`config.mk`:
```
export PLATFORM = sky130hd
export DESIGN_NAME = imem_fetch_ctrl_flat
export DESIGN_NICKNAME = d
export VERILOG_FILES = /design/src/rtl/imem_fetch_ctrl_if.sv /design/src/rtl/imem_fetch_ctrl.sv /design/src/flat_wrapper.sv
export SDC_FILE = /design/constraint.sdc
export NUM_CORES = 1
export LEC_CHECK = 0
export ABC_AREA = 1
export CELL_PAD_IN_SITES_DETAIL_PLACEMENT = 0
export CELL_PAD_IN_SITES_GLOBAL_PLACEMENT = 1
export CORE_MARGIN = 8
export CORE_UTILIZATION = 38
export CTS_CLUSTER_DIAMETER = 200
export DETAILED_ROUTE_END_ITERATION = 16
export PLACE_DENSITY = 0.77
export SETUP_SLACK_MARGIN = 0.15
export SLEW_MARGIN = 10
export SYNTH_ARGS = -nofsm -noshare
export SYNTH_HDL_FRONTEND = slang
export SYNTH_SLANG_ARGS = --single-unit
```
`constraint.sdc`:
```
create_clock -name clk -period 3.4 [get_ports clk]
set_input_delay 0.51 -clock clk [delete_from_list [all_inputs] [get_ports clk]]
set_output_delay 0.51 -clock clk [all_outputs]
set_load 0.01 [all_outputs]
```
`src/rtl/imem_fetch_ctrl_if.sv`:
```
// Fetch-side bus: IMEM address/data, redirect request and the decode handshake.
// master = fetch controller, slave = the surrounding core/IMEM.
interface imem_fetch_ctrl_if #(
    parameter int unsigned PC_W = 8
) ();
    logic [PC_W-1:0] imem_addr;
    logic [31:0]     imem_data;
    logic            redirect_valid;
    logic [PC_W-1:0] redirect_pc;
    logic            out_valid;
    logic            out_ready;
    logic [31:0]     out_instr;
    logic [PC_W-1:0] out_pc;

    modport master (
        output imem_addr,
        input  imem_data,
        input  redirect_valid,
        input  redirect_pc,
        output out_valid,
        input  out_ready,
        output out_instr,
        output out_pc
    );

    modport slave (
        input  imem_addr,
        output imem_data,
        output redirect_valid,
        output redirect_pc,
        input  out_valid,
        output out_ready,
        input  out_instr,
        input  out_pc
    );
endinterface

```
`src/rtl/imem_fetch_ctrl.sv`:
```
// Instruction-fetch controller: owns the fetch PC, reads the combinational IMEM every
// cycle and queues {pc, instr} pairs in a 2-entry buffer towards decode. Handles
// start-up, branch/jump redirects (with flush) and end-of-program detection.
module imem_fetch_ctrl #(
    parameter int unsigned PC_W     = 8,
    parameter int unsigned DEPTH    = 64,
    parameter int unsigned RESET_PC = 0
) (
    input  logic             clk,
    input  logic             reset,
    input  logic             start,
    imem_fetch_ctrl_if.master bus,
    output logic             done,
    output logic             fetch_err
);

    localparam logic [1:0] ST_IDLE = 2'd0;
    localparam logic [1:0] ST_RUN  = 2'd1;
    localparam logic [1:0] ST_DONE = 2'd2;

    // One extra bit so the range compare works even when DEPTH == 2**PC_W.
    localparam logic [PC_W:0]   DEPTH_X    = (PC_W + 1)'(DEPTH);
    localparam logic [PC_W-1:0] LAST_PC    = PC_W'(DEPTH - 1);
    localparam logic [PC_W-1:0] RESET_PC_W = PC_W'(RESET_PC);

    logic [1:0]      state_q, state_d;
    logic [PC_W-1:0] pc_q, pc_d;
    logic            err_q, err_d;
    logic [1:0]      count_q, count_d;

    // Entry 0 is always the head; a pop shifts entry 1 down.
    logic [PC_W-1:0] ent_pc_q [2];
    logic [PC_W-1:0] ent_pc_d [2];
    logic [31:0]     ent_instr_q [2];
    logic [31:0]     ent_instr_d [2];

    logic redirect;
    logic redirect_ok;
    logic head_valid;
    logic pop;
    logic push;

    // Handshake and redirect decode.
    always_comb begin
        redirect    = bus.redirect_valid;
        redirect_ok = ({1'b0, bus.redirect_pc} < DEPTH_X);
        head_valid  = (count_q != 2'd0);
        pop         = head_valid && bus.out_ready;
        push        = (state_q == ST_RUN) && !redirect && ((count_q != 2'd2) || pop);
    end

    // Control FSM, fetch PC and sticky error flag.
    always_comb begin
        state_d = state_q;
        pc_d    = pc_q;
        err_d   = err_q;
        if (redirect) begin
            pc_d = bus.redirect_pc;
            if (redirect_ok) begin
                state_d = ST_RUN;
            end else begin
                state_d = ST_DONE;
                err_d   = 1'b1;
            end
        end else if (state_q == ST_IDLE) begin
            if (start) begin
                state_d = ST_RUN;
            end
        end else if (push) begin
            pc_d = pc_q + PC_W'(1);
            if (pc_q == LAST_PC) begin
                state_d = ST_DONE;
            end
        end
    end

    // Buffer next state: push/pop bookkeeping, full flush on redirect.
    always_comb begin
        ent_pc_d    = ent_pc_q;
        ent_instr_d = ent_instr_q;
        count_d     = count_q;
        if (redirect) begin
            // A same-cycle pop is already accepted by decode; everything else is dropped.
            count_d = 2'd0;
        end else begin
            case ({push, pop})
                2'b01: begin
                    ent_pc_d[0]    = ent_pc_q[1];
                    ent_instr_d[0] = ent_instr_q[1];
                    count_d        = count_q - 2'd1;
                end
                2'b10: begin
                    if (count_q == 2'd0) begin
                        ent_pc_d[0]    = pc_q;
                        ent_instr_d[0] = bus.imem_data;
                    end else begin
                        ent_pc_d[1]    = pc_q;
                        ent_instr_d[1] = bus.imem_data;
                    end
                    count_d = count_q + 2'd1;
                end
                2'b11: begin
                    if (count_q == 2'd2) begin
                        ent_pc_d[0]    = ent_pc_q[1];
                        ent_instr_d[0] = ent_instr_q[1];
                        ent_pc_d[1]    = pc_q;
                        ent_instr_d[1] = bus.imem_data;
                    end else begin
                        ent_pc_d[0]    = pc_q;
                        ent_instr_d[0] = bus.imem_data;
                    end
                end
                default: begin
                    count_d = count_q;
                end
            endcase
        end
    end

    // State registers with asynchronous active-high reset.
    always_ff @(posedge clk or posedge reset) begin
        if (reset) begin
            state_q        <= ST_IDLE;
            pc_q           <= RESET_PC_W;
            err_q          <= 1'b0;
            count_q        <= 2'd0;
            ent_pc_q[0]    <= '0;
            ent_pc_q[1]    <= '0;
            ent_instr_q[0] <= '0;
            ent_instr_q[1] <= '0;
        end else begin
            state_q        <= state_d;
            pc_q           <= pc_d;
            err_q          <= err_d;
            count_q        <= count_d;
            ent_pc_q[0]    <= ent_pc_d[0];
            ent_pc_q[1]    <= ent_pc_d[1];
            ent_instr_q[0] <= ent_instr_d[0];
            ent_instr_q[1] <= ent_instr_d[1];
        end
    end

    // Outputs come straight from registers (count decode only).
    always_comb begin
        bus.imem_addr = pc_q;
        bus.out_valid = head_valid;
        bus.out_instr = ent_instr_q[0];
        bus.out_pc    = ent_pc_q[0];
        done          = (state_q == ST_DONE);
        fetch_err     = err_q;
    end

endmodule

```
`src/flat_wrapper.sv`:
```
// flat-port wrapper written by rule: the top's interface ports become plain ports
module imem_fetch_ctrl_flat 
#(
    parameter int unsigned PC_W     = 8,
    parameter int unsigned DEPTH    = 64,
    parameter int unsigned RESET_PC = 0
)
  (clk, reset, start, done, fetch_err, bus_imem_addr, bus_imem_data, bus_redirect_valid, bus_redirect_pc, bus_out_valid, bus_out_ready, bus_out_instr, bus_out_pc);
  imem_fetch_ctrl_if #(.PC_W(PC_W)) bus_i ();
  input  logic clk;
  input  logic reset;
  input  logic start;
  output logic done;
  output logic fetch_err;
  output wire logic [$bits(bus_i.imem_addr)-1:0] bus_imem_addr;
  input wire logic [$bits(bus_i.imem_data)-1:0] bus_imem_data;
  input wire logic [$bits(bus_i.redirect_valid)-1:0] bus_redirect_valid;
  input wire logic [$bits(bus_i.redirect_pc)-1:0] bus_redirect_pc;
  output wire logic [$bits(bus_i.out_valid)-1:0] bus_out_valid;
  input wire logic [$bits(bus_i.out_ready)-1:0] bus_out_ready;
  output wire logic [$bits(bus_i.out_instr)-1:0] bus_out_instr;
  output wire logic [$bits(bus_i.out_pc)-1:0] bus_out_pc;
  assign bus_imem_addr = bus_i.imem_addr;
  assign bus_i.imem_data = bus_imem_data;
  assign bus_i.redirect_valid = bus_redirect_valid;
  assign bus_i.redirect_pc = bus_redirect_pc;
  assign bus_out_valid = bus_i.out_valid;
  assign bus_i.out_ready = bus_out_ready;
  assign bus_out_instr = bus_i.out_instr;
  assign bus_out_pc = bus_i.out_pc;
  imem_fetch_ctrl #(.PC_W(PC_W), .DEPTH(DEPTH), .RESET_PC(RESET_PC)) u_core (.clk(clk), .reset(reset), .start(start), .bus(bus_i), .done(done), .fetch_err(fetch_err));
endmodule
```
After elaboration in Yosys (flattened, before gate mapping)
Cells that the tools add are included.

cells by class
  $add $sub $neg = 3
  $mul = 0
  divide/modulo/power cells = 0
  order comparisons = 1
  equality and inequality tests = 13
  shift operators = 0
  multiplexer cells = 23
  bitwise logic cells = 2
  reduce and logical (&&, ||, !) cells = 19

operators with widths
  cell                 count
  $mux 32              4
  $pmux 32 s3          1
  $pmux 32 s2          1
  $mux 8               7
  $pmux 8 s3           1
  $pmux 8 s2           1
  $mux 2               7
  $reduce_bool 3->1    4
  $add 8x1->8 const B  1
  $eq 2x2->1 const B   4
  $eq 8x6->1 const B   1
  $lt 8x7->1 const B   1
  $ne 2x2->1 const B   3
  $reduce_and 3->1     2
  $reduce_bool 2->1    3
  $eq 2x1->1 const B   2
  $logic_not 2->1      2
  $ne 2x1->1 const B   2
  $pmux 2 s2           1
  $reduce_and 2->1     2
  $reduce_and 4->1     1
  $logic_and 1x1->1    3
  $ne 3x3->1 const B   1
  $add 2x1->2 const B  1
  other kinds (4)      5

word-level totals
  bits in registers = 93
  latch bits = 0
  bits in writable memories = 0
  ROM bits = 0
  input bits = 45
  output and inout port bits = 51
  word-level logic and storage cells = 69
  memories = 0

Logic depth before layout (Yosys ltp)
  depth in word-level cells = 7
  mapped depth = 10
  mapped depth without buffers = 9

Least setup slack after synthesis
Ideal clock, no wire load.

  kind = input-to-reg
  start = in bus_redirect_valid
  end = reg u_core.ent_instr_q (netlist bit u_core.bus.out_instr[30])
  library setup time = 0.119 ns
  arrival time = 1.493 ns
  required time = 3.281 ns
  path slack = 1.788 ns
  stages on the path = 8
  path buffers = 2
  path through = buf_4 -> inv_4 -> nand3_4 -> o21ai_4 -> buf_6 -> nand3_1 -> nor2_1 -> nor2_1

between the ends
  cells in the longest elaborated chain, start to end = 6
  elaborated cells between the ends (all ways) = 11
  those cells by class = eq/ne: 4; mux: 1; bitwise: 1; reduce/logical: 5

ends and longest elaborated chain
  element                                                           RTL line               RTL
  start: declaration                                                flat_wrapper.sv:17     input wire logic [$bits(bus_i.redirect_valid)-1:0] bus_redirect_valid;
  $logic_not 1->1                                                   imem_fetch_ctrl.sv:49  push = (state_q == ST_RUN) && !redirect && ((count_q != 2'd2) || pop);
  $logic_and 1x1->1 (2 in series)                                   imem_fetch_ctrl.sv:49
  $eq 2x2->1 or $eq 2x1->1 (tied branches)                          imem_fetch_ctrl.sv:86  case ({push, pop})
  $ne 2x1->1 (no source line) or $reduce_bool 3->1 (tied branches)  n/a
  $reduce_and 3->1 (no source line)                                 n/a
  end: declaration                                                  imem_fetch_ctrl.sv:34  logic [31:0] ent_instr_q [2];

Parallel ways exist; a longest one is shown, timed or not.
A chain may end at the register's enable or synchronous reset.

Final worst setup path
  start = in bus_redirect_valid
  end = reg u_core.pc_q[5], in the netlist u_core.bus.imem_addr[5]

between the ends
  cells in the longest elaborated chain, start to end = 5
  elaborated cells between the ends (all ways) = 7
  those cells by class = eq/ne: 1; mux: 1; reduce/logical: 5

ends and longest elaborated chain
  element                             RTL line                RTL
  $logic_not 1->1                     imem_fetch_ctrl.sv:49
  $logic_and 1x1->1 (2 in series)     imem_fetch_ctrl.sv:49
  $reduce_bool 2->1 (no source line)  n/a
  $reduce_and 2->1 (no source line)   n/a
  end signal: assignment              imem_fetch_ctrl.sv:133  pc_q <= pc_d;
  end: declaration                    imem_fetch_ctrl.sv:27   logic [PC_W-1:0] pc_q, pc_d;

Parallel ways exist; a longest one is shown, timed or not.

==> metrics.txt <==
Finished Cell Area=around 6000 sq um; family with the most delay on the worst path=buffers and inverters; H-tree depth=3; min-delay worst type=reg -> reg; number of global-route vias before repair=4182; cell mode on critical path=nand2_1; sequential share of the synthesized area=0.469; R2R Setup Slk=about 1300 ps; Final setup violation count=0; CTS resizes=0; worst path buffer plus inverter count=4; DRC Markers=0; Fin Setup TNS=0 ps; area grow syn2layout=21.0%; Worst Path Max Fanout=between 90 and 100; ys async rst share=1.00; Worst slew margin=0.352; GPL Wtd Cong=0.855; first-pass GRT wire length=around 21000 um; Global Route Usage Sum=0.153; Commonest cells post-synth=129 x nand2_1, 95 x nor2_1, 93 x dfrtp_1; crit share post-route=0.726; max frequency=about 400 MHz; Pleak=between 2 and 3 nW; drt first pass iters=5; register bit count reported by yosys=between 90 and 100; layout cells sized above 1=0.0480; Antenna Cells=0; CTS clock-pin slew for the worst setup and hold paths=60 ps; CP required=3630 ps; post-CTS setup buffer count=0; Final Hold Vio Count=0; Tot Pwr=approximately 5.1 mW; CP Cell Sequence=clkdlybuf4s50_1, inv_4, buf_4, nand2_1, inv_1, nor2_1, nand2_1, nand2_1; Core Area=between 10000 and 15000 sq um; Die Ht=between 100 and 150 um; launch point of the critical path=bus_redirect_valid; antenna violations before repair=0; hold_ws=~470 ps; Worst EP arrival=between 2000 and 3000 ps; Nets=730; Distinct cells, synth=26; pre-CTS setup slack=between 500 and 600 ps; RSZ-0062 raised after global routing=no; max-slew violation count=0; Root Driver=clkbuf_16; Final ANT Viol Nets=0; Buffers on Ports=95; Cells after Synth=650; I/O pin count=between 90 and 100; crit path to=u_core.bus.imem_addr[5]; kind of critical path=in -> reg; via count=~4200; min Tclk post-route=2470 ps; cell accounting for the most synthesized area=dfrtp_1; worst vdd ir=roughly 450 uV; CTS max path bufs=2; fin cells=about 860; Cell Area, Placed=~5700 sq um; Post-synth EDFFs=0; largest net degree at the start of global routing=94; num rows=roughly 40; top-count cell post-synth=nand2_1; status=completed; utilization after layout=0.473; worst slew pin tran=972 ps; P per Cell Area=around 850 nW/um^2; CTS tree=built; die area=~17000 sq um; Avg Cell Area, Syn=7.63 sq um; Final Worst Setup Slack=roughly 930 ps; GRT overflow=0; top-area cell type share of the netlist area=0.469; CP max stage delay=roughly 730 ps; final worst clock skew=between 5 and 6 ps; Post-DP HPWL=between 8000 and 9000 um; dominant synthesized flop cell=dfrtp_1; syn nets=696; Startpoint Class=input pin; max_cap viols=0; wire per inst=14.8 um; top area cells in the synthesized netlist=dfrtp_1 47%, nand2_1 9.8%, nor2_1 7.2%; CP max-delay cell=buf_4; hold-fix buffer count after cts=0; Final Routed Wirelength=between 10000 and 15000 um; Worst path depth=8; Fillers=1300; Skew-Pair Late Insertion Delay=340 ps; Initial Utilization=0.391; post-DR vias/cell=a little under 5; FF-to-FF path depth=7; crit end category=flop; Placed Cells=about 850; cell area after synthesis=4960 sq um; DRT iter0 DRCs=around 350; Yosys Warn Count=0; worst r2r src=u_core.count_q[0]; reg2reg end=u_core.bus.out_instr[29]; clock sink total=93; TritonCTS buffer count=9; Die W=~130 um
==> state kept, by name, indices dropped and copies added, names as in the netlist <==
| register | cells |
|---|---|
| u_core.bus.out_pc | 8 |
| u_core.ent_pc_q | 8 |
| u_core.bus.out_instr | 32 |
| u_core.ent_instr_q | 32 |
| u_core.bus.imem_addr | 8 |
| u_core.state_q | 2 |
| u_core.fetch_err | 1 |
| u_core.count_q | 2 |
==> where the power goes <==
| part | internal, mW | switching [mW] | total, mW | leakage [nW] |
|---|---|---|---|---|
| sequential | 1.60 | 0.324 | 1.92 | 1.14 |
| combinational | 0.998 | 1.19 | 2.19 | 1.49 |
| clock | 0.581 | 0.417 | 0.998 | 0.136 |
| total | 3.18 | 1.94 | 5.11 | 2.77 |
==> final cells by class <==
| type | instances | area [sq um] | area share |
|---|---|---|---|
| tap | 172 | 215 | 0.0359 |
| inverter | 53 | 204 | 0.0340 |
| clock inverter | 4 | 50.0 | 0.00835 |
| timing repair buffer | 102 | 1040 | 0.174 |
| multi-input combinational | 425 | 1920 | 0.320 |
| clock buffer | 10 | 239 | 0.0398 |
| sequential | 93 | 2330 | 0.388 |
==> layout by cell type, fill, tap and decap left out <==
cell               n
o21ai_0           37
clkinvlp_4         2
clkbuf_8           1
nor3_1            40
buf_12             3
ha_1               1
buf_4              4
nand2_1          129
inv_1             51
o211ai_1           1
nand3_1           57
o21ai_1            6
o21ai_4            1
nand2_2            1
nor2_1            95
dfrtp_1           93
inv_4              2
o22ai_1            2
or2_2              3
nor2_4             1
clkinv_2           1
a21oi_1           43
clkbuf_16          9
a21oi_4            1
nand3_4            1
bufinv_16          1
nand4_1            4
clkdlybuf4s50_1   95
nand3_2            2
==> layer usage <==
layer,vias to the layer above,track usage,wire [um]
li1,2117,-,-
met3,10,0.0302,706
met5,-,0,0
met1,2000,0.203,5990
met2,101,0.244,5820
met4,0,0.0546,158
==> worst min-delay path by stage <==
stage / from / end / slack (ps) / cells after the start
2_1_floorplan: u_core.ent_instr_q[0] / u_core.ent_instr_q[0] / 450 / 2
3_3_place_gp: u_core.fetch_err / u_core.fetch_err / 450 / 1
3_5_place_dp: u_core.fetch_err / u_core.fetch_err / 460 / 1
4_1_cts: u_core.fetch_err / u_core.fetch_err / 480 / 1
5_1_grt: u_core.fetch_err / u_core.fetch_err / 490 / 1
6_report: u_core.fetch_err / u_core.fetch_err / 470 / 1
==> logic make-up (layout without fill, tap and decap cells) <==
logic type | after synthesis | in the layout | share of synthesized area
adders and majority gates | 1 | 1 | 0.00252
buffers and inverters | 132 | 169 | 0.145
and+or+nand+nor | 333 | 333 | 0.285
AOI/OAI and AO/OA | 91 | 91 | 0.0974
DFF | 93 | 93 | 0.469
==> worst reg2reg max path, cell delays in order, from the launching register on <==
cell	delay [ps]
dfrtp_1	460
inv_1	120
nand2_1	130
nand3_2	710
nand2_1	260
nand3_1	90
nor2_1	160
nor2_1	50
Note: power is estimated with default switching activity, not from simulation.
